### config.mk
export PLATFORM = sky130hd
export DESIGN_NAME = alu_seq
export DESIGN_NICKNAME = d
export VERILOG_FILES = /design/src/rtl/alu_seq.sv
export SDC_FILE = /design/constraint.sdc
export NUM_CORES = 1
export LEC_CHECK = 0
export CAP_MARGIN = 5
export CORE_ASPECT_RATIO = 0.5
export CORE_MARGIN = 4
export CORE_UTILIZATION = 40
export CTS_CLUSTER_DIAMETER = 50
export CTS_CLUSTER_SIZE = 25
export DETAILED_ROUTE_END_ITERATION = 10
export SLEW_MARGIN = 20
export SYNTH_ARGS = -nofsm -noshare
export SYNTH_HDL_FRONTEND = slang
export SYNTH_SLANG_ARGS = --single-unit
### constraint.sdc
create_clock -name clk -period 8.4 [get_ports clk]
set_clock_uncertainty 0.15 [all_clocks]
set_input_delay 2.1 -clock clk [delete_from_list [all_inputs] [get_ports clk]]
set_output_delay 2.1 -clock clk [all_outputs]
set_load 0.005 [all_outputs]
### src/rtl/alu_seq.sv
// -----------------------------------------------------------------------------
// alu_seq -- registered execute-stage ALU with a start/busy/done handshake.
//
// Single-cycle ops (add, sub, slt, and, or, xor, nor, divide-by-zero) register
// their result on the edge that samples `start` and pulse `done` in the next
// cycle. Signed multiply and divide run iteratively on operand magnitudes, one
// step per cycle for WIDTH cycles, then apply the sign in a final FIX cycle.
//
// Ports
//   clk      rising-edge clock
//   rst_n    synchronous active-low reset
//   start    request, sampled only while idle (busy = 0)
//   A, B     signed operands
//   control  with sel = 001: 1 = set-less-than, 0 = subtract
//   sel      000 add, 001 sub/slt, 010 mul, 011 div,
//            100 and, 101 or, 110 xor, 111 nor
//   busy     multi-cycle operation in progress, start is ignored
//   done     one-cycle pulse, res and flags valid from this cycle
//   res      signed result, held until the next done
//   zf       res == 0
//   ovf      signed overflow of add/sub, otherwise 0
//   dz       divide by zero, otherwise 0
// -----------------------------------------------------------------------------
module alu_seq #(
   parameter int WIDTH = 32,
   parameter int CW    = $clog2(WIDTH) + 1
) (
   input  logic             clk,
   input  logic             rst_n,
   input  logic             start,
   input  logic [WIDTH-1:0] A,
   input  logic [WIDTH-1:0] B,
   input  logic             control,
   input  logic [2:0]       sel,
   output logic             busy,
   output logic             done,
   output logic [WIDTH-1:0] res,
   output logic             zf,
   output logic             ovf,
   output logic             dz
);

   typedef enum logic [1:0] {
      S_IDLE,
      S_RUN,
      S_FIX
   } state_t;

   typedef enum logic [2:0] {
      OP_ADD = 3'b000,
      OP_SUB = 3'b001,
      OP_MUL = 3'b010,
      OP_DIV = 3'b011,
      OP_AND = 3'b100,
      OP_OR  = 3'b101,
      OP_XOR = 3'b110,
      OP_NOR = 3'b111
   } op_t;

   localparam logic [CW-1:0] LAST_STEP = CW'(WIDTH - 1);

   // Control and result registers
   state_t           state_q, state_d;
   logic [CW-1:0]    cnt_q, cnt_d;
   logic             busy_q, busy_d;
   logic             done_q, done_d;
   logic [WIDTH-1:0] res_q, res_d;
   logic             zf_q, zf_d;
   logic             ovf_q, ovf_d;
   logic             dz_q, dz_d;

   // Iterative datapath registers.
   //   mul: x = shifted multiplicand, y = remaining multiplier bits, acc = product
   //   div: x = dividend shifting out / quotient shifting in, y = divisor,
   //        acc = partial remainder
   logic             is_div_q, is_div_d;
   logic             neg_q, neg_d;
   logic [WIDTH-1:0] x_q, x_d;
   logic [WIDTH-1:0] y_q, y_d;
   logic [WIDTH-1:0] acc_q, acc_d;

   // Combinational helpers
   op_t              op;
   logic             a_neg, b_neg;
   logic [WIDTH-1:0] sum, diff;
   logic [WIDTH-1:0] mag_a, mag_b, mag_res;
   logic             slt;
   logic [WIDTH:0]   rem_sh;
   logic             rem_ge;

   logic [WIDTH-1:0] op_res;
   logic             op_ovf;
   logic             op_dz;
   logic             op_multi;

   assign op      = op_t'(sel);
   assign a_neg   = A[WIDTH-1];
   assign b_neg   = B[WIDTH-1];
   assign sum     = A + B;
   assign diff    = A - B;
   assign slt     = $signed(A) < $signed(B);
   // |MIN| = 2^(WIDTH-1) still fits as an unsigned WIDTH-bit magnitude.
   assign mag_a   = a_neg ? -A : A;
   assign mag_b   = b_neg ? -B : B;
   assign mag_res = is_div_q ? x_q : acc_q;

   // Restoring-division step: the partial remainder is always below the
   // divisor, so only the shifted value needs the extra bit.
   assign rem_sh  = {acc_q, x_q[WIDTH-1]};
   assign rem_ge  = rem_sh >= {1'b0, y_q};

   // Result decode for everything that completes in one cycle.
   always_comb begin
      // NOTE: every variable assigned here gets a default first, so no path
      // leaves a value unassigned and no latch is inferred.
      op_res   = '0;
      op_ovf   = 1'b0;
      op_dz    = 1'b0;
      op_multi = 1'b0;
      case (op)
         OP_ADD: begin
            op_res = sum;
            op_ovf = (a_neg == b_neg) && (sum[WIDTH-1] != a_neg);
         end
         OP_SUB: begin
            if (control) begin
               op_res = {{(WIDTH-1){1'b0}}, slt};
            end else begin
               op_res = diff;
               op_ovf = (a_neg != b_neg) && (diff[WIDTH-1] != a_neg);
            end
         end
         OP_MUL: op_multi = 1'b1;
         OP_DIV: begin
            if (B == '0) begin
               op_res = '1;
               op_dz  = 1'b1;
            end else begin
               op_multi = 1'b1;
            end
         end
         OP_AND: op_res = A & B;
         OP_OR:  op_res = A | B;
         OP_XOR: op_res = A ^ B;
         OP_NOR: op_res = ~(A | B);
         default: op_res = '0;
      endcase
   end

   // Next-state and datapath logic
   always_comb begin
      state_d  = state_q;
      cnt_d    = cnt_q;
      busy_d   = busy_q;
      done_d   = 1'b0;
      res_d    = res_q;
      zf_d     = zf_q;
      ovf_d    = ovf_q;
      dz_d     = dz_q;
      is_div_d = is_div_q;
      neg_d    = neg_q;
      x_d      = x_q;
      y_d      = y_q;
      acc_d    = acc_q;

      case (state_q)
         S_IDLE: begin
            if (start) begin
               if (op_multi) begin
                  state_d  = S_RUN;
                  busy_d   = 1'b1;
                  cnt_d    = '0;
                  is_div_d = (op == OP_DIV);
                  neg_d    = a_neg ^ b_neg;
                  x_d      = mag_a;
                  y_d      = mag_b;
                  acc_d    = '0;
               end else begin
                  res_d  = op_res;
                  ovf_d  = op_ovf;
                  dz_d   = op_dz;
                  done_d = 1'b1;
               end
            end
         end

         S_RUN: begin
            cnt_d = cnt_q + CW'(1);
            if (is_div_q) begin
               x_d   = {x_q[WIDTH-2:0], rem_ge};
               acc_d = rem_ge ? (rem_sh[WIDTH-1:0] - y_q) : rem_sh[WIDTH-1:0];
            end else begin
               acc_d = acc_q + (y_q[0] ? x_q : '0);
               x_d   = {x_q[WIDTH-2:0], 1'b0};
               y_d   = {1'b0, y_q[WIDTH-1:1]};
            end
            if (cnt_q == LAST_STEP) begin
               state_d = S_FIX;
            end
         end

         S_FIX: begin
            // Two's-complement negation of the magnitude also gives the
            // MIN / -1 wrap and the low half of a signed product.
            res_d   = neg_q ? -mag_res : mag_res;
            ovf_d   = 1'b0;
            dz_d    = 1'b0;
            done_d  = 1'b1;
            busy_d  = 1'b0;
            cnt_d   = '0;
            state_d = S_IDLE;
         end

         default: begin
            state_d = S_IDLE;
            busy_d  = 1'b0;
         end
      endcase

      // Zero flag follows whichever result is being committed.
      if (done_d) begin
         zf_d = (res_d == '0);
      end
   end

   // NOTE: state registers use non-blocking assignments so every flop samples
   // the pre-edge values computed above, independent of statement order.
   always_ff @(posedge clk) begin
      if (!rst_n) begin
         state_q <= S_IDLE;
         cnt_q   <= '0;
         busy_q  <= 1'b0;
         done_q  <= 1'b0;
         res_q   <= '0;
         zf_q    <= 1'b1;
         ovf_q   <= 1'b0;
         dz_q    <= 1'b0;
      end else begin
         state_q <= state_d;
         cnt_q   <= cnt_d;
         busy_q  <= busy_d;
         done_q  <= done_d;
         res_q   <= res_d;
         zf_q    <= zf_d;
         ovf_q   <= ovf_d;
         dz_q    <= dz_d;
      end
   end

   // NOTE: the iterative datapath is left without reset; it is always loaded
   // when an operation starts and is never observed before that.
   always_ff @(posedge clk) begin
      is_div_q <= is_div_d;
      neg_q    <= neg_d;
      x_q      <= x_d;
      y_q      <= y_d;
      acc_q    <= acc_d;
   end

   assign busy = busy_q;
   assign done = done_q;
   assign res  = res_q;
   assign zf   = zf_q;
   assign ovf  = ovf_q;
   assign dz   = dz_q;

endmodule

# == Word-level counts from Yosys, hierarchy flattened ==
# Index checks and enable logic that the tools add are counted.
# totals
ff_bits,143
wordCells,113
out_inout_bits,37
in_bits,71
# classes
muxes,49
bitwise_logic,6
eq_ne,19
order_cmp,2
n_reduce_logical,16
add_sub_neg,8
# op_table
cell,n
two-way mux 32 bit,18
one-hot mux 32 bit (2 select lines),4
one-hot mux 32 bit (7 select lines),1
negator 32 bit,3
adder 32 bit,2
logical NOT 32 bit,2
subtractor 32 bit,2
>= comparator 33 x 32 -> 1 bit,1
bitwise AND 32 bit,1
< comparator 32 bit,1
inverter 32 bit,1
bitwise OR 32 bit,1
bitwise XOR 32 bit,1
one-hot mux 6 bit (3 select lines),1
AND reduction 3 bit,6
two-way mux 1 bit,13
"equality test 3 bit, second input constant",4
two-way mux 6 bit,2
one-hot mux 1 bit (2 select lines),6
"inequality test 2 bit, second input constant",5
"adder 6 x 1 -> 6 bit, second input constant",1
"equality test 3 x 2 -> 1 bit, second input constant",2
"equality test 6 x 5 -> 1 bit, second input constant",1
two-way mux 2 bit,3
other kinds (14),18

# == Depth between registers and ports, before layout ==
# logic_depth
word_depth,8
ltp_mapped,21
depth_no_buf,16

# == Worst setup path after synthesis ==
# OpenSTA, ideal clock, no wires.
# synth_path
kind,input to register
from,input port B[31]
to,register acc_q[0] (enable)
path_stages,6
setup_time_ps,487
required_ps,7763
n_path_buf,1
path_slack_ps,1938
t_arrival_ps,5825
cell_sequence,clkbuf_1 inv_1 and4_1 a31oi_1 a21oi_1 nor2_1
# synth_between
elab_chain_len,5
# synth_lines
item,line,rtl
"start, declared",32,"input logic [WIDTH-1:0] B,"
logical NOT 32 bit,135,if (B == '0) begin
two-way mux 1 bit,135,
one-hot mux 1 bit (2 select lines),120,case (op)
inequality test 2 bit (no line),-,
AND reduction 3 bit (no line),-,
"end signal, assigned",257,acc_q <= acc_d;
"end, declared",80,"logic [WIDTH-1:0] acc_q, acc_d;"
# Every way passes these cells.
# A chain may end at the register's enable or synchronous reset.

# == Final worst setup path ==
# layout_path
from,input port A[4]
to,"register zf_q, in the netlist zf"
# layout_between
elab_chain_len,7
word_cells_on_any_way,13
cone_classes,2 x add/sub; 1 x order compare; 5 x mux; 4 x bitwise; 1 x reduce/logical
# layout_lines
item,line,rtl
"start, declared",31,"input logic [WIDTH-1:0] A,"
"subtractor 32 bit, or another cell as far along",100,assign diff = A - B;
two-way mux 32 bit or inverter 32 bit (tied branches),"126, 145",
one-hot mux 32 bit (7 select lines) *,120,
two-way mux 32 bit *,169,if (op_multi) begin
two-way mux 32 bit *,168,if (start) begin
one-hot mux 32 bit (2 select lines) *,166,case (state_q)
logical NOT 32 bit *,222,zf_d = (res_d == '0);
"end signal, assigned",244,zf_q <= zf_d;
"end, declared",68,"logic zf_q, zf_d;"
# Every way passes the cells marked *; elsewhere a longest branch is shown, timed or not.

==> flow_summary.yaml <==
critical_path:
  worst_r2r_endpoint: "zf$_SDFFE_PN1P_"
  worstPathMaxFanout: 12
  worst-endpoint-required_ps: 8590
  start_kind: "input port"
  capturing_element_type_of_the_critical_path: "register"
  crit_end: "zf$_SDFFE_PN1P_"
  crit_path_cell_trace: "clkdlybuf4s50_1 -> inv_1 -> ha_1 -> o211ai_1 -> o21ai_1 -> a31oi_1 -> nor4_1 -> a21oi_1 -> o31ai_1 -> a2111oi_0 -> o311ai_1 -> nand3_1 -> a211oi_1 -> nand4_1 -> o31ai_1"
  startpoint: "A[4]"
  worstRegToRegCells: 12
  rrSetupSlack_ps: 2660
  critical_path_class: "in2reg"
  crit_path_frequent_cell: "o31ai_1"
  critical_path_arrival_ps: 6900
  cp_slowest_stage_delay_ps: 710
  worst_r2r_startpoint: "is_div_q$_DFFE_PP_"
  timing.critical_path.slowest_stage_cell: "o31ai_1"
logic_synthesis:
  mappedNetlistArea_sq_um: 18100
  synth_top_flop_cell: "edfxtp_1"
  syn_nets: 2616
  synth_enable_flop_cells: 98
  yosys.area.top_type_share_pct: 16.3
  yosysWarningCount: 0
  synth.lib_cells_used.distinct: 90
  synth_seq_area_share_pct: 21.3
  yosys-top-cells-area: "edfxtp_1 16%, ha_1 11%, xnor2_1 6.6%"
  syn-mean-instance-area_sq_um: 7.60
  synthesized_instance_count: 2377
  post-synth-top-area-cell: "edfxtp_1"
  synth-seq-cells: 143
  synth-async-reset-ratio_pct: 0
power_and_ir_drop:
  switchingPower_mw: 1.05
  peakVddDrop_v: 0.0000992
  cellInternalPower_mw: 1.63
  sw_frac_of_total_pct: 39.3
  pwr-share-clk_pct: 27.7
  power.density_cell_area_nw_per_um2: 133
  sequentialPowerShare_pct: 32.4
  fin_total_pwr_mw: 2.68
  power_leakage_nw: 8.04
  pwr-share-comb_pct: 39.9
clock_tree:
  ctsRootBufferMaster: "clkbuf_16"
  cts_hold_buffers: 0
  cts_tree: "yes"
  tritoncts.num_buffers: 17
  cts_max_level: 4
  clock-sinks: 143
  clock_slew_at_the_register_clock_pins_of_the_worst_setup_and_hold_paths_ps: 70
  setup_repair_bufs_after_cts: 0
  ctsResizeCount: 0
  clock_latency_ps: 430
  clk_path_buf_depth: 2
placed_design:
  detailedPlacementHpwl_microns: 55800
  numPortBuffers: 107
  gpl.final_weighted_congestion: 0.982
grt:
  first_global_vias: 16589
  grt_max_degree: 94
  grt_antenna_before_repair: 3
  grt_pass1_wl_microns: 105000
  global_route_congestion_overflow_total: 0
  grt_use_total_pct: 28.0
detailed_routing:
  detail_route.wl_per_cell_microns: 23.5
  via_per_inst: 6.21
  dr_total_vias: 18697
  first_iter_violations: 2500
  detail_route.drc_violations: 0
  wl_microns: 70800
  antenna_violating_nets_post_route: 0
  first_pass_iteration_count_of_the_detailed_router: 6
floorplan:
  floorplan.initialDensity_pct: 41.0
  std_cell_rows: 54
  die-width_microns: 309
  boundaryPins: 108
  fp.dieArea_sq_um: 48800
  core_sq_um: 44100
  dieHeight_microns: 158
timing:
  pin_slew_with_the_least_headroom_to_its_limit_ps: 1090
  final_hold_viol_count: 0
  layout_min_cycle_time_ps: 6710
  drv_slew: 0
  finalSetupViolations: 0
  maxClockFrequency_ghz: 0.149
  fin_setup_tns_ps: 0
  rsz0062_at_grt: "no"
  slew-limit-headroom_pct: 27.6
  layout_worst_path_cycle_share_pct: 79.8
final_layout:
  drive_above_1_share_pct: 4.50
  final_util_pct: 45.8
  flow.area_growth_from_synthesis_pct: 11.8
  layout.cells.most_common_list: "226 x nand2_1, 193 x a21oi_1, 191 x nor2_1"
  finalNetCount: 2649
  mostFrequentLayoutCell: "nand2_1"
run:
  max_cap_viol_count: 0
worst_hold_path:
  min_path_type: "reg2reg"
  worst_hold_path.num_cells: 2
status:
  outcome: "finished, final reports clean"
## area by class of cell
class / count / area [sq um]
clock buffers: 17 / 425
inverters: 152 / 571
fillers: 4471 / 23900
diodes: 1 / 2.50
multi-input cells: 1959 / 13200
flip-flops and latches: 143 / 3840
well taps: 588 / 736
clock inverters: 15 / 134
repair buffers: 137 / 1290
## worst min-delay path by stage
stage | from | to | slack [ps]
floorplan | res[10]$_SDFF_PN0_ | res[10]$_SDFF_PN0_ | 300
CTS | res[10]$_SDFF_PN0_ | res[10]$_SDFF_PN0_ | 350
detailed placement | res[10]$_SDFF_PN0_ | res[10]$_SDFF_PN0_ | 340
finish | res[10]$_SDFF_PN0_ | res[10]$_SDFF_PN0_ | 350
global placement | res[10]$_SDFF_PN0_ | res[10]$_SDFF_PN0_ | 350
global route | res[10]$_SDFF_PN0_ | res[10]$_SDFF_PN0_ | 370
## worst max-delay path: cells and delay by family
| kind | cells | cell delay (ps) |
|---|---|---|
| adders and majority gates | 1 | 530 |
| and+or+nand+nor | 3 | 910 |
| buffers and inverters | 2 | 740 |
| AOI/OAI and AO/OA | 9 | 2630 |
## flip-flops by register name (all words and copies together), names as in the netlist, 2 cells and up
signal	count
acc_q	32
cnt_q	6
res	32
state_q	2
x_q	32
y_q	32
## routing by layer
metal  GRT usage (%)  vias to the layer above  routed length [microns]  share of wire, %
met3            7.28                       95                     8470                12
met4            6.13                        4                     1410               2.0
met5               0                        -                       25             0.035
met2            39.1                      927                    27700                39
met1            42.8                     8912                    33200                47
li1                -                     8759                        -                 -
## per-stage QoR
step | instance area (sq um) | cells | setup slack, ps | hold WS [ps]
after floorplan | 18100 | 2377 | 1940 | 303
after global placement | 19600 | 2979 | 1610 | 349
after detailed placement | 19600 | 2979 | 1520 | 340
after CTS | 20200 | 3011 | 1930 | 348
after global routing | 20200 | 3011 | 1390 | 374
final | 20200 | 3012 | 1690 | 350
## cells in the mapped netlist, types with 52 or more instances
| master | n |
|---|---|
| ha_1 | 164 |
| mux2i_1 | 69 |
| nor3_1 | 52 |
| and2_1 | 53 |
| edfxtp_1 | 98 |
| o21ai_0 | 188 |
| a21oi_1 | 193 |
| nand2_1 | 226 |
| clkbuf_1 | 98 |
| inv_1 | 146 |
| xnor2_1 | 137 |
| nor2_1 | 193 |
## kinds of logic after synthesis
kind of cell,Yosys count,share of synthesized area [%]
AOI/OAI and AO/OA,758,27.0
muxes,77,4.32
buffers and inverters,275,5.87
DFF,143,21.3
and+or+nand+nor,782,21.3
xor gates and xnor gates,174,8.43
adders and majority gates,168,11.8
## power by group through the flow
stage / Clock [mW] / Sequential [mW] / Combinational, mW
floorplan: 0 / 0.855 / 0.694
global placement: 0 / 0.880 / 1.03
detailed placement: 0 / 0.880 / 1.03
CTS: 0.740 / 0.865 / 1.04
global route: 0.773 / 0.871 / 1.16
finish: 0.743 / 0.868 / 1.07
No activity file was read; power rests on OpenSTA's default activity.
